## config.mk

```make
export PLATFORM = sky130hd
export DESIGN_NAME = div_float
export DESIGN_NICKNAME = d
export VERILOG_FILES = /design/src/rtl/div_float.sv
export SDC_FILE = /design/constraint.sdc
export NUM_CORES = 1
export LEC_CHECK = 0
export BUFFER_PORTS_ARGS = -buffer_cell sky130_fd_sc_hd__buf_2
export CAP_MARGIN = 10
export CORE_MARGIN = 8
export CORE_UTILIZATION = 30
export DETAILED_ROUTE_END_ITERATION = 12
export MAX_ROUTING_LAYER = met4
export PLACE_DENSITY = 0.58
export SYNTH_ARGS = -nofsm -noshare
export SYNTH_HDL_FRONTEND = slang
export SYNTH_SLANG_ARGS = --single-unit
```

## constraint.sdc

```tcl
create_clock -name clk -period 7.2 [get_ports clk]
set_clock_uncertainty 0.05 [all_clocks]
set_input_delay 1.44 -clock clk [delete_from_list [all_inputs] [get_ports clk]]
set_output_delay 1.44 -clock clk [all_outputs]
set_load 0.01 [all_outputs]
```

## src/rtl/div_float.sv

```systemverilog
// Multi-cycle IEEE-754 binary32 divider (q = a / b), restoring, one quotient bit per clock.
// Subnormals flush to zero; results truncate toward zero.
module div_float (
  input  logic        clk,
  input  logic        rst,
  input  logic        start,
  input  logic [31:0] a,
  input  logic [31:0] b,
  output logic        busy,
  output logic        done,
  output logic [31:0] q
);

  typedef enum logic [1:0] {IDLE, DIV, NORM, DONE} state_t;

  state_t      state, state_nx;
  logic [25:0] rem;
  logic [24:0] qm;
  logic [23:0] mb;
  logic [4:0]  cnt;
  logic [7:0]  ea, eb;
  logic        sign;
  logic        special;
  logic [31:0] special_q;

  logic        accept;
  logic        in_sign;
  logic        a_nan, a_inf, a_zero, b_nan, b_inf, b_zero;
  logic        in_special;
  logic [31:0] in_special_q;
  logic [25:0] diff;
  logic signed [9:0] e;
  logic [22:0] frac;
  logic [31:0] norm_q;

  // DONE also accepts a start, so back-to-back issue lands on the edge where done falls.
  assign accept = start && (state == IDLE || state == DONE);

  always_comb begin
    in_sign      = a[31] ^ b[31];
    a_zero       = (a[30:23] == 8'h00);
    b_zero       = (b[30:23] == 8'h00);
    a_inf        = (a[30:23] == 8'hFF) && (a[22:0] == '0);
    b_inf        = (b[30:23] == 8'hFF) && (b[22:0] == '0);
    a_nan        = (a[30:23] == 8'hFF) && (a[22:0] != '0);
    b_nan        = (b[30:23] == 8'hFF) && (b[22:0] != '0);
    in_special   = 1'b1;
    in_special_q = '0;
    if (a_nan || b_nan || (a_zero && b_zero) || (a_inf && b_inf))
      in_special_q = 32'h7FC0_0000;
    else if (a_inf || b_zero)
      in_special_q = {in_sign, 8'hFF, 23'h0};
    else if (a_zero || b_inf)
      in_special_q = {in_sign, 31'h0};
    else
      in_special = 1'b0;
  end

  always_ff @(posedge clk or posedge rst) begin
    if (rst) state <= IDLE;
    else     state <= state_nx;
  end

  // Special results take the one-cycle NORM slot so q/done still register at E1.
  always_comb begin
    state_nx = state;
    case (state)
      IDLE, DONE: state_nx = accept ? (in_special ? NORM : DIV) : IDLE;
      DIV:        if (cnt == 5'd24) state_nx = NORM;
      NORM:       state_nx = DONE;
      default:    state_nx = IDLE;
    endcase
  end

  always_comb begin
    busy = (state == DIV) || (state == NORM);
    done = (state == DONE);
  end

  assign diff = rem - {2'b00, mb};

  always_comb begin
    e = $signed({2'b00, ea}) - $signed({2'b00, eb}) + 10'sd127;
    if (qm[24]) begin
      frac = qm[23:1];
    end else begin
      frac = qm[22:0];
      e    = e - 10'sd1;
    end
    if (special)         norm_q = special_q;
    else if (e >= 10'sd255) norm_q = {sign, 8'hFF, 23'h0};
    else if (e <= 10'sd0)   norm_q = {sign, 31'h0};
    else                    norm_q = {sign, e[7:0], frac};
  end

  always_ff @(posedge clk or posedge rst) begin
    if (rst) begin
      rem       <= '0;
      qm        <= '0;
      mb        <= '0;
      cnt       <= '0;
      ea        <= '0;
      eb        <= '0;
      sign      <= 1'b0;
      special   <= 1'b0;
      special_q <= '0;
      q         <= '0;
    end else begin
      if (accept) begin
        rem       <= {2'b01, a[22:0]};
        mb        <= {1'b1, b[22:0]};
        qm        <= '0;
        cnt       <= '0;
        ea        <= a[30:23];
        eb        <= b[30:23];
        sign      <= in_sign;
        special   <= in_special;
        special_q <= in_special_q;
      end else if (state == DIV) begin
        if (rem >= {2'b00, mb}) begin
          qm  <= {qm[23:0], 1'b1};
          rem <= {diff[24:0], 1'b0};
        end else begin
          qm  <= {qm[23:0], 1'b0};
          rem <= {rem[24:0], 1'b0};
        end
        cnt <= cnt + 5'd1;
      end
      if (state == NORM) q <= norm_q;
    end
  end

endmodule

```

Word level (Yosys, flattened, before mapping)
Cells that the tools add are included.
Storage, ports and cells
  bits in registers: 164
  input port bits: 67
  output and inout bits: 34
  logic and storage cells: 73
Operators by class
  $add $sub $neg: 5
  order comparisons: 3
  equality and inequality tests: 7
  mux-type cells: 23
  bitwise gates (word level): 1
  reduce and logical (&&, ||, !) cells: 23
Operators with widths (count)
  2-to-1 mux 32 bit: 4
  2-to-1 mux 26 bit: 3
  2-to-1 mux 31 bit: 2
  2-to-1 mux 25 bit: 2
  zero test 23 bit: 2
  nonzero test 23 bit: 2
  >= comparator 26 x 24 -> 1 bit: 1
  subtractor 25 x 24 -> 25 bit: 1
  2-to-1 mux 23 bit: 1
  equality test 8 bit (second input constant): 2
  zero test 8 bit: 2
  adder 9 x 8 -> 10 bit (second input constant): 1
  >= comparator 10 x 9 -> 1 bit (second input constant): 1
  less-or-equal comparator 10 x 1 -> 1 bit (second input constant): 1
  2-to-1 mux 10 bit: 1
  2-to-1 mux 5 bit: 2
  subtractor 10 x 2 -> 10 bit (second input constant): 1
  subtractor 8 x 8 -> 9 bit: 1
  logical AND 1 bit: 7
  logical OR 1 bit: 7
  2-to-1 mux 2 bit: 3
  case mux 2 bit (3 select lines): 1
  adder 5 x 1 -> 5 bit (second input constant): 1
  equality test 5 bit (second input constant): 1
  8 further kinds: 12

Logic depth before layout (Yosys ltp)
Gate-level depths: netlist of the first run.
  depth after elaboration: 9
  depth in mapped cells: 16
  depth with buffers taken out: 15

Least setup slack after synthesis of the first run
Ideal clock, no wire load.
  kind: reg-to-reg
  from: reg ea[0]
  to: reg q[0]
  setup time: 0.151 ns
  arrival time: 3.279 ns
  data required time: 6.999 ns
  slack: 3.721 ns
  cell stages (with the launch flop): 16
  buffers on the path: 2
  clock period less this slack: 3.479 ns
  cell sequence: dfrtp_1 -> inv_1 -> ha_1 -> inv_1 -> fa_1 -> inv_1 -> ha_1 -> clkbuf_1 -> nand2b_1 -> o22a_1 -> or3_4 -> o211a_1 -> nor3_1 -> a41o_1 -> buf_6 -> o32ai_2
On the way
  longest elaborated chain between the ends: 8
  elaborated cells between the ends (all ways): 9
  classes of those cells: add/sub (3); order compare (2); mux (4)
RTL lines
  start, declared: RTL line 21  | logic [7:0] ea, eb;
  start signal, assigned: RTL line 114  | ea <= a[30:23];
  subtractor 8 x 8 -> 9 bit *: RTL line 83  | e = $signed({2'b00, ea}) - $signed({2'b00, eb}) + 10'sd127;
  adder 9 x 8 -> 10 bit *: RTL line 83
  subtractor 10 x 2 -> 10 bit: RTL line 88  | e = e - 10'sd1;
  2-to-1 mux 10 bit *: RTL line 84  | if (qm[24]) begin
  less-or-equal comparator 10 x 1 -> 1 bit: RTL line 92  | else if (e <= 10'sd0) norm_q = {sign, 31'h0};
  2-to-1 mux 31 bit: RTL line 92
  2-to-1 mux 31 bit *: RTL line 91  | else if (e >= 10'sd255) norm_q = {sign, 8'hFF, 23'h0};
  2-to-1 mux 32 bit *: RTL line 90  | if (special) norm_q = special_q;
  end signal, assigned: RTL line 129  | if (state == NORM) q <= norm_q;
  end, declared: RTL line 11  | output logic [31:0] q
Every way passes the cells marked *; elsewhere a longest branch is shown, timed or not.
A chain may end at the register's enable or synchronous reset.

Final worst setup path of the first run
  from: reg ea[0]
  to: reg q[8]
The elaborated chain is that of the path after synthesis.

==> results of run 1 <==
sequential cells by signal, summed over array words and instances (netlist names), 3 cells and up:
name and cells:
mb 24, ea 8, eb 8, qm 25, cnt 5, rem 26
q 32, special_q 3
final timing paths:
check | endpoint | slack (ps) | startpoint
setup / recovery | q[8] | 3220 | ea[0]
hold / removal | mb[23] | 400 | mb[23]
setup reg to reg | q[8] | 3220 | ea[0]
hold reg to reg | mb[23] | 400 | mb[23]
max in group asynchronous | eb[3] | 4700 | rst
min in group asynchronous | mb[18] | 1070 | rst
synth_stat cells, types with 13 or more instances:
cell type	n
inv_1	74
o32ai_2	19
ha_1	39
a21o_1	13
nand2_1	91
mux2i_1	63
o21ai_0	73
nor3b_1	18
a31oi_1	13
dfrtp_1	135
o21a_1	16
nor2_1	75
xnor2_1	22
nor3_1	24
a21oi_1	57
nand3_1	16
nor4_1	15
clkbuf_1	30
logic make-up after synthesis:
group | synth area share (%)
AOI/OAI and AO/OA | 21.61
xor gates and xnor gates | 3.422
adders and majority gates | 6.145
buffers and inverters | 5.708
DFF | 39.32
muxes | 7.339
and+or+nand+nor | 16.46
worst reg2reg max path, stage by stage (launching register included):
cell	delay (ps)
dfrtp_1	360
inv_1	80
ha_1	200
inv_1	60
fa_1	440
a211oi_2	320
o21ai_1	140
a211oi_2	450
and4_1	280
o21ai_1	110
o211a_1	280
nor3_1	280
a41o_1	220
buf_4	360
o32ai_2	170
cell type report:
| cell class | count | area [um^2] |
|---|---|---|
| clock buffer | 17 | 425.4 |
| clock inverter | 15 | 152.6 |
| fill | 2956 | 18440 |
| timing repair buffer | 108 | 573.1 |
| multi-input combinational | 687 | 4736 |
| sequential | 135 | 3378 |
| inverter | 74 | 282.8 |
| tap | 384 | 480.5 |
metal layers:
layer	GRT usage (%)	wire length, um
met3	2.236	811
met2	22.39	10660
met5	-	0
met4	3.105	180
met1	18.34	10860
stage by stage:
stage,cell area [um^2],setup WS (ps),util (%)
5_1_grt,10030,2800,35.22
3_5_place_dp,9450,3246,33.19
3_3_place_gp,9450,3266,33.19
6_report,10030,3222,35.22
2_1_floorplan,8592,2099,-
4_1_cts,10030,3222,35.22
==> impl_metrics.env, run 1 <==
export IMPL_end_kind="flop"
export IMPL_numPortBuffers=100
export IMPL_grt_pass1_wl_mm=37.78
export IMPL_critPathLaunchType="flop"
export IMPL_whs_ps=404.3
export IMPL_cp_arrival_ps=4170
export IMPL_clockRootBuffer="clkbuf_16"
export IMPL_htreeDepth=4
export IMPL_drv_cap=0
export IMPL_n_antenna_cell=0
export IMPL_nNetsFinal=1131
export IMPL_io_pins=101
export IMPL_synth_enable_flop_cells=0
export IMPL_gr_usage_all_layers_pct=13.97
export IMPL_yosysSeqAreaShare_pct=39.32
export IMPL_crit_type="reg -> reg"
export IMPL_period_share_pct=55.24
export IMPL_cts_hold_buf=0
export IMPL_grt_max_degree=128
export IMPL_dp_hpwl_mm=16.25
export IMPL_synth_async_reset_ratio_pct=100.0
export IMPL_die_y_um=185.2
export IMPL_cp_max_fo=23
export IMPL_drc=0
export IMPL_crit_family="compound AO/OA/AOI/OAI gates"
export IMPL_finalSetupViolCount=0
export IMPL_cts_setup_buffers=0
export IMPL_areaGrowthSynthToFinish_pct=16.72
export IMPL_cts_inserted_buffers=17
export IMPL_synth_top_area_share_pct=39.32
export IMPL_hold_viol=0
export IMPL_yosysWarnings=0
export IMPL_via_per_inst=5.042
export IMPL_fin_crit_ps=3978
export IMPL_antenna_found_initial=0
export IMPL_final_cell_mix="dfrtp_1, buf_2, nand2_1, nor2_1"
export IMPL_reg2regPathDepth=14
export IMPL_routedWlPerCell_um=15.85
export IMPL_clk_pin_slew_ps=70
export IMPL_ys_ff_latch=135
export IMPL_synthCells=943
export IMPL_yosysTopAreaCell="dfrtp_1"
export IMPL_slowest_stage="a211oi_2"
export IMPL_cts_resized=0
export IMPL_drv_slew=0
export IMPL_drtAntennaViolNets=0
export IMPL_final_common_cell="dfrtp_1"
export IMPL_grt_overflow=0
export IMPL_die_w_um=185.2
export IMPL_clock_fmax_ghz=0.2514
export IMPL_place_gp_congestion=0.8516
export IMPL_instances_no_fill=1420
export IMPL_dp_cells=1388
export IMPL_vias=7160
export IMPL_drive_gt1_share_pct=16.89
export IMPL_clock_path_buffers=2
export IMPL_ys_flop_type="dfrtp_1"
export IMPL_cpPeakStageDelay_ps=450
export IMPL_drtPass1Iterations=5
export IMPL_outcome="finished clean"
export IMPL_crit_path_cell_trace="inv_1 -> ha_1 -> inv_1 -> fa_1 -> a211oi_2 -> o21ai_1 -> a211oi_2 -> and4_1 -> o21ai_1 -> o211a_1 -> nor3_1 -> a41o_1 -> buf_4 -> o32ai_2"
export IMPL_synth_fp_nets=1051
export IMPL_whs_path_depth=2
export IMPL_syn_mean_instance_area_um2=9.111
export IMPL_start_util_pct=30.18
export IMPL_synth_cell_types=69
export IMPL_worstPathRequired_ps=7390
export IMPL_cts_tree="built"
export IMPL_die_area_um2=34310
export IMPL_hold_class="reg -> reg"
export IMPL_yosys_top_cells_area="dfrtp_1, mux2i_1, ha_1"
export IMPL_cts_sinks=135
export IMPL_cp_depth=14
export IMPL_insertion_delay_ps=430
export IMPL_core_area_um2=28470
export IMPL_rsz0062_at_grt="no"
export IMPL_slew_headroom_pct=35.72
export IMPL_grt_pass1_vias=7168
export IMPL_wl_mm=22.51
export IMPL_drt_iter0_drc=462
export IMPL_rows=62
export IMPL_tightest_slew_ps=964.1
export IMPL_worst_path_buf_inv=3
export IMPL_netlist_area_um2=8592
export IMPL_setup_tns_ps=0
Power of run 1 is left out: the tool's default activity adds up to more than one toggle a clock period on the data nets, which glitch-free logic cannot reach.
==> run 2: changes to the inputs <==
clock period = 4.1 ns   (was 7.2 ns; I/O delays follow)
==> run 2 against run 1 <==
  * Die area did not move
  * Global-route usage fell by 0.36 points
  * Count of clock-buffer cells in the layout did not move
  * Non-clock buffer count rose by 8
==> impl_metrics.env, run 2 (synthesis results as in run 1) <==
export IMPL_outcome="finished clean"
export IMPL_rows=62
export IMPL_antenna_found_initial=0
export IMPL_cp_arrival_ps=3990
export IMPL_hold_viol=0
export IMPL_grt_util_met3_pct=2.217
export IMPL_core_area_um2=28470
export IMPL_grt_busiest_layer="met2"
export IMPL_drv_cap=0
export IMPL_clockRootBuffer="clkbuf_16"
export IMPL_grt_pass1_wl_mm=36.85
export IMPL_pre_cts_slack_ps=383.2
export IMPL_cts_hold_buf=0
export IMPL_tightest_slew_ps=870.6
export IMPL_nNetsFinal=1139
export IMPL_cts_tree="built"
export IMPL_dp_hpwl_mm=16.57
export IMPL_top_regs="q x32, rem x26, qm x25"
export IMPL_rsz0062_at_grt="no"
export IMPL_routedWlPerCell_um=15.64
export IMPL_drive_gt1_share_pct=17.53
export IMPL_clk_pin_slew_ps=60
export IMPL_die_area_um2=34310
export IMPL_setup_tns_ps=0
export IMPL_drv_slew=0
export IMPL_grt_max_degree=139
export IMPL_timing_rr_start="ea[0]"
export IMPL_cts_inserted_buffers=17
export IMPL_reg2reg_setup_slack_ps=320
export IMPL_met2_usage_pct=21.91
export IMPL_hp_start="mb[23]"
export IMPL_drt_iter0_drc=310
export IMPL_worstPathRequired_ps=4310
export IMPL_finalSetupViolCount=0
export IMPL_n_antenna_cell=0
export IMPL_cp_max_fo=23
export IMPL_clock_fmax_ghz=0.2645
export IMPL_die_y_um=185.2
export IMPL_drtAntennaViolNets=0
export IMPL_place_gp_congestion=0.8318
export IMPL_gr_usage_all_layers_pct=13.61
export IMPL_final_common_cell="dfrtp_1"
export IMPL_grt_use_met1_pct=17.25
export IMPL_top_register="q"
export IMPL_drc=0
export IMPL_period_share_pct=92.20
export IMPL_die_w_um=185.2
export IMPL_slew_headroom_pct=41.43
export IMPL_r2r_end="q[19]"
export IMPL_insertion_delay_ps=430
export IMPL_wl_mm=22.34
export IMPL_via_per_inst=5.018
export IMPL_setup_ws_ps=319.8
export IMPL_grt_pass1_vias=7180
export IMPL_clock_path_buffers=2
export IMPL_largest_register_ff_count=32
export IMPL_whs_path_depth=2
export IMPL_crit_type="reg -> reg"
export IMPL_final_cell_mix="dfrtp_1, buf_2, nand2_1, nor2_1"
export IMPL_cts_sinks=135
export IMPL_io_pins=101
export IMPL_hold_class="reg -> reg"
export IMPL_end_kind="flop"
export IMPL_reg2regPathDepth=14
export IMPL_htreeDepth=4
export IMPL_grt_overflow=0
export IMPL_drtPass1Iterations=4
export IMPL_min_to="mb[23]"
export IMPL_numPortBuffers=100
export IMPL_areaGrowthSynthToFinish_pct=18.64
export IMPL_vias=7166
export IMPL_start_util_pct=30.18
export IMPL_critPathLaunchType="flop"
export IMPL_fillers=2950
export IMPL_fin_crit_ps=3780
[run 2: cell type report]
class | count | area [um^2] | share of cell area (%)
Clock inverter | 15 | 207.7 | 2.038
Multi-Input combinational cell | 687 | 4737 | 46.47
Clock buffer | 17 | 425.4 | 4.173
Tap cell | 384 | 480.5 | 4.713
Timing Repair Buffer | 116 | 683.2 | 6.702
Inverter | 74 | 281.5 | 2.762
Sequential cell | 135 | 3378 | 33.14
[run 2: critical path: stages, from the launching register on]
cell      delay (ps)
dfrtp_1          360
inv_1             70
ha_1             190
inv_1             60
fa_1             440
a211oi_2         310
o21ai_1          140
a211oi_2         430
and4_1           270
o21ai_1          120
o211a_1          290
nor3_1           290
a41o_1           260
buf_12           200
o32ai_1          120
[run 2: how the worst max path moves through the flow]
| stage | start | end | slack (ps) | cells past startpoint |
|---|---|---|---|---|
| after detailed placement | ea[0] | q[19] | 380 | 14 |
| after floorplan | ea[0] | q[0] | 620 | 15 |
| after global placement | ea[0] | q[19] | 430 | 14 |
| after global routing | ea[0] | q[24] | 40 | 13 |
| final | ea[0] | q[19] | 320 | 14 |
| after CTS | ea[0] | q[19] | 360 | 14 |
[run 2: repair_timing]
item                                    in CTS  in global routing
gates resized for setup                      0                  1
endpoints found under the setup margin       0                  1
buffers inserted                             0                  0
[run 2: stage by stage]
step                      cell area (um^2)  utilization [%]  hold slack (ps)  instances
after global placement                9557            33.57            383.7       1396
after CTS                            10190            35.79            408.0       1428
after global routing                 10190            35.80            443.8       1428
after detailed placement              9557            33.57            393.0       1396
final                                10190            35.80            399.8       1428
after floorplan                       8596                -            367.5        943
[run 2: per-layer routing]
layer | vias up | wire length (um)
li1 | 3564 | -
met4 | 0 | 342
met3 | 18 | 798
met2 | 112 | 10490
met5 | - | 0
met1 | 3472 | 10710
Power of run 2 is left out for the same reason.
==> run 3: changes to the inputs <==
CELL_PAD_IN_SITES_DETAIL_PLACEMENT = 1   (was default)
CELL_PAD_IN_SITES_GLOBAL_PLACEMENT = 2   (was default)
PLACE_DENSITY = 0.72   (was 0.58)
clock period = 3.45 ns   (was 4.1 ns; I/O delays follow)
==> run 3 against run 2 <==
  * Register-to-register slack got worse by 440 ps
  * Worst hold slack got worse by 130 ps
  * Cell area grew 7.5%
  * Critical path type unchanged
  * First-iteration DRC count is 14% higher
  * Maximum frequency rose by 5.9%
  * Wire length up 21%
  * Setup slack worse by 440 ps
  * Sequential share of layout area is 2.3 points lower
  * Non-clock buffer count up 49
  * Die area is the same
  * Critical endpoint unchanged
  * The run now ends with negative setup slack left
==> impl_metrics.env, run 3 (synthesis results as in run 1) <==
export IMPL_fillers=3289
export IMPL_drv_slew=0
export IMPL_setup_ws_ps=-120.8
export IMPL_drive_gt1_share_pct=24.43
export IMPL_violations="negative setup slack"
export IMPL_wl_mm=26.96
export IMPL_numPortBuffers=100
export IMPL_finalSetupViolCount=23
export IMPL_tightest_slew_ps=871.5
export IMPL_cpPeakStageDelay_ps=550
export IMPL_clk_pin_slew_ps=70
export IMPL_routedWlPerCell_um=18.25
export IMPL_crit_family="compound AO/OA/AOI/OAI gates"
export IMPL_clock_path_buffers=2
export IMPL_end_kind="flop"
export IMPL_critPathLaunchType="flop"
export IMPL_die_y_um=185.2
export IMPL_grt_pass1_wl_mm=43.72
export IMPL_fin_crit_ps=3571
export IMPL_drv_cap=0
export IMPL_crit_top_cell="inv_2"
export IMPL_top_regs="q x32, rem x26, qm x25"
export IMPL_cts_sinks=135
export IMPL_hold_class="in -> async"
export IMPL_rsz0062_at_grt="yes"
export IMPL_largest_register_ff_count=32
export IMPL_die_area_um2=34310
export IMPL_via_per_inst=5.098
export IMPL_grt_pass1_vias=8253
export IMPL_cp_arrival_ps=3850
export IMPL_areaGrowthSynthToFinish_pct=27.60
export IMPL_place_gp_congestion=0.8089
export IMPL_nNetsFinal=1188
export IMPL_final_cell_mix="dfrtp_1, buf_2, nand2_1, nor2_1, o21ai_0"
export IMPL_slowest_stage="fa_2"
export IMPL_dp_hpwl_mm=19.29
export IMPL_crit_type="reg -> reg"
export IMPL_cp_max_fo=6
export IMPL_htreeDepth=4
export IMPL_top_register="q"
export IMPL_final_common_cell="dfrtp_1"
export IMPL_clockRootBuffer="clkbuf_16"
export IMPL_insertion_delay_ps=430
export IMPL_drc=0
export IMPL_outcome="finished with violations"
export IMPL_cts_inserted_buffers=17
export IMPL_vias=7530
export IMPL_drt_iter0_drc=354
export IMPL_hold_viol=0
export IMPL_start_util_pct=30.18
export IMPL_antenna_found_initial=0
export IMPL_n_antenna_cell=0
export IMPL_die_w_um=185.2
export IMPL_dpl_cell_area_um2=9841
export IMPL_io_pins=101
export IMPL_final_area_um2=10960
export IMPL_cts_tree="built"
export IMPL_drtAntennaViolNets=0
export IMPL_crit_path_cell_trace="inv_2 -> ha_4 -> inv_2 -> fa_2 -> inv_2 -> ha_4 -> nand2b_4 -> o22a_1 -> or3_4 -> o211a_4 -> o311ai_4 -> o31ai_4 -> buf_4 -> clkbuf_16 -> o32ai_1"
export IMPL_worst_path_buf_inv=5
export IMPL_grt_max_degree=79
export IMPL_grt_overflow=0
export IMPL_worstPathRequired_ps=3730
export IMPL_slew_headroom_pct=41.90
export IMPL_drtPass1Iterations=4
export IMPL_rows=62
export IMPL_core_area_um2=28470
export IMPL_gr_usage_all_layers_pct=16.37
export IMPL_period_share_pct=103.5
export IMPL_clock_fmax_ghz=0.2800
[run 3: cell types whose count changed in the layout (fill, tap and decap cells not counted), moves of 4 or more]
cell,before,now
buf_4,11,56
o32ai_2,19,10
o32ai_4,0,11
xnor2_1,22,18
xnor2_2,0,4
[run 3: stage by stage]
stage	util, %	setup slack, ps	instances	hold slack, ps	setup TNS (ps)
after floorplan	-	0.1803	943	367.5	0
after global placement	34.57	-73.32	1433	386.7	-1585
after detailed placement	34.57	-175.3	1433	412.9	-3688
after CTS	36.94	-100.9	1465	271.5	-2252
after global routing	38.51	-239.4	1477	297.9	-5373
final	38.51	-120.8	1477	269.2	-2003
[run 3: path summary, 6_finish.rpt]
path,start,to,slack [ps],depth (start not counted)
min in group clk,b[8],mb[8],430,3
max,ea[0],q[19],-120,15
min reg2reg,sign,sign,430,1
min,rst,ea[5],270,2
max in group asynchronous,rst,q[4],2100,4
max reg2reg,ea[0],q[19],-120,15
[run 3: cell type report]
| type | instances | area (um^2) | area share (%) |
|---|---|---|---|
| clock inverters | 15 | 203.9 | 1.860 |
| clock buffers | 17 | 425.4 | 3.880 |
| inverters | 74 | 281.5 | 2.568 |
| repair buffers | 165 | 1090 | 9.941 |
| flip-flops and latches | 135 | 3378 | 30.81 |
| multi-input cells | 687 | 5104 | 46.55 |
| well taps | 384 | 480.5 | 4.383 |
[run 3: metal layers]
layer | global-route usage (%) | up-vias | part of all wire, %
li1 | - | 3662 | -
met2 | 27.57 | 115 | 50
met4 | 4.770 | 0 | 1.9
met3 | 2.942 | 29 | 2.9
met1 | 19.80 | 3724 | 45
met5 | - | - | 0
[run 3: what timing repair did]
item | CTS | global route
hold buffers | 0 | 0
setup buffers | 0 | 8
gates cloned | 0 | 5
pin swaps | 4 | 21
gates resized for setup | 8 | 43
endpoints found under the setup margin | 35 | 57
Power of run 3 is left out for the same reason.
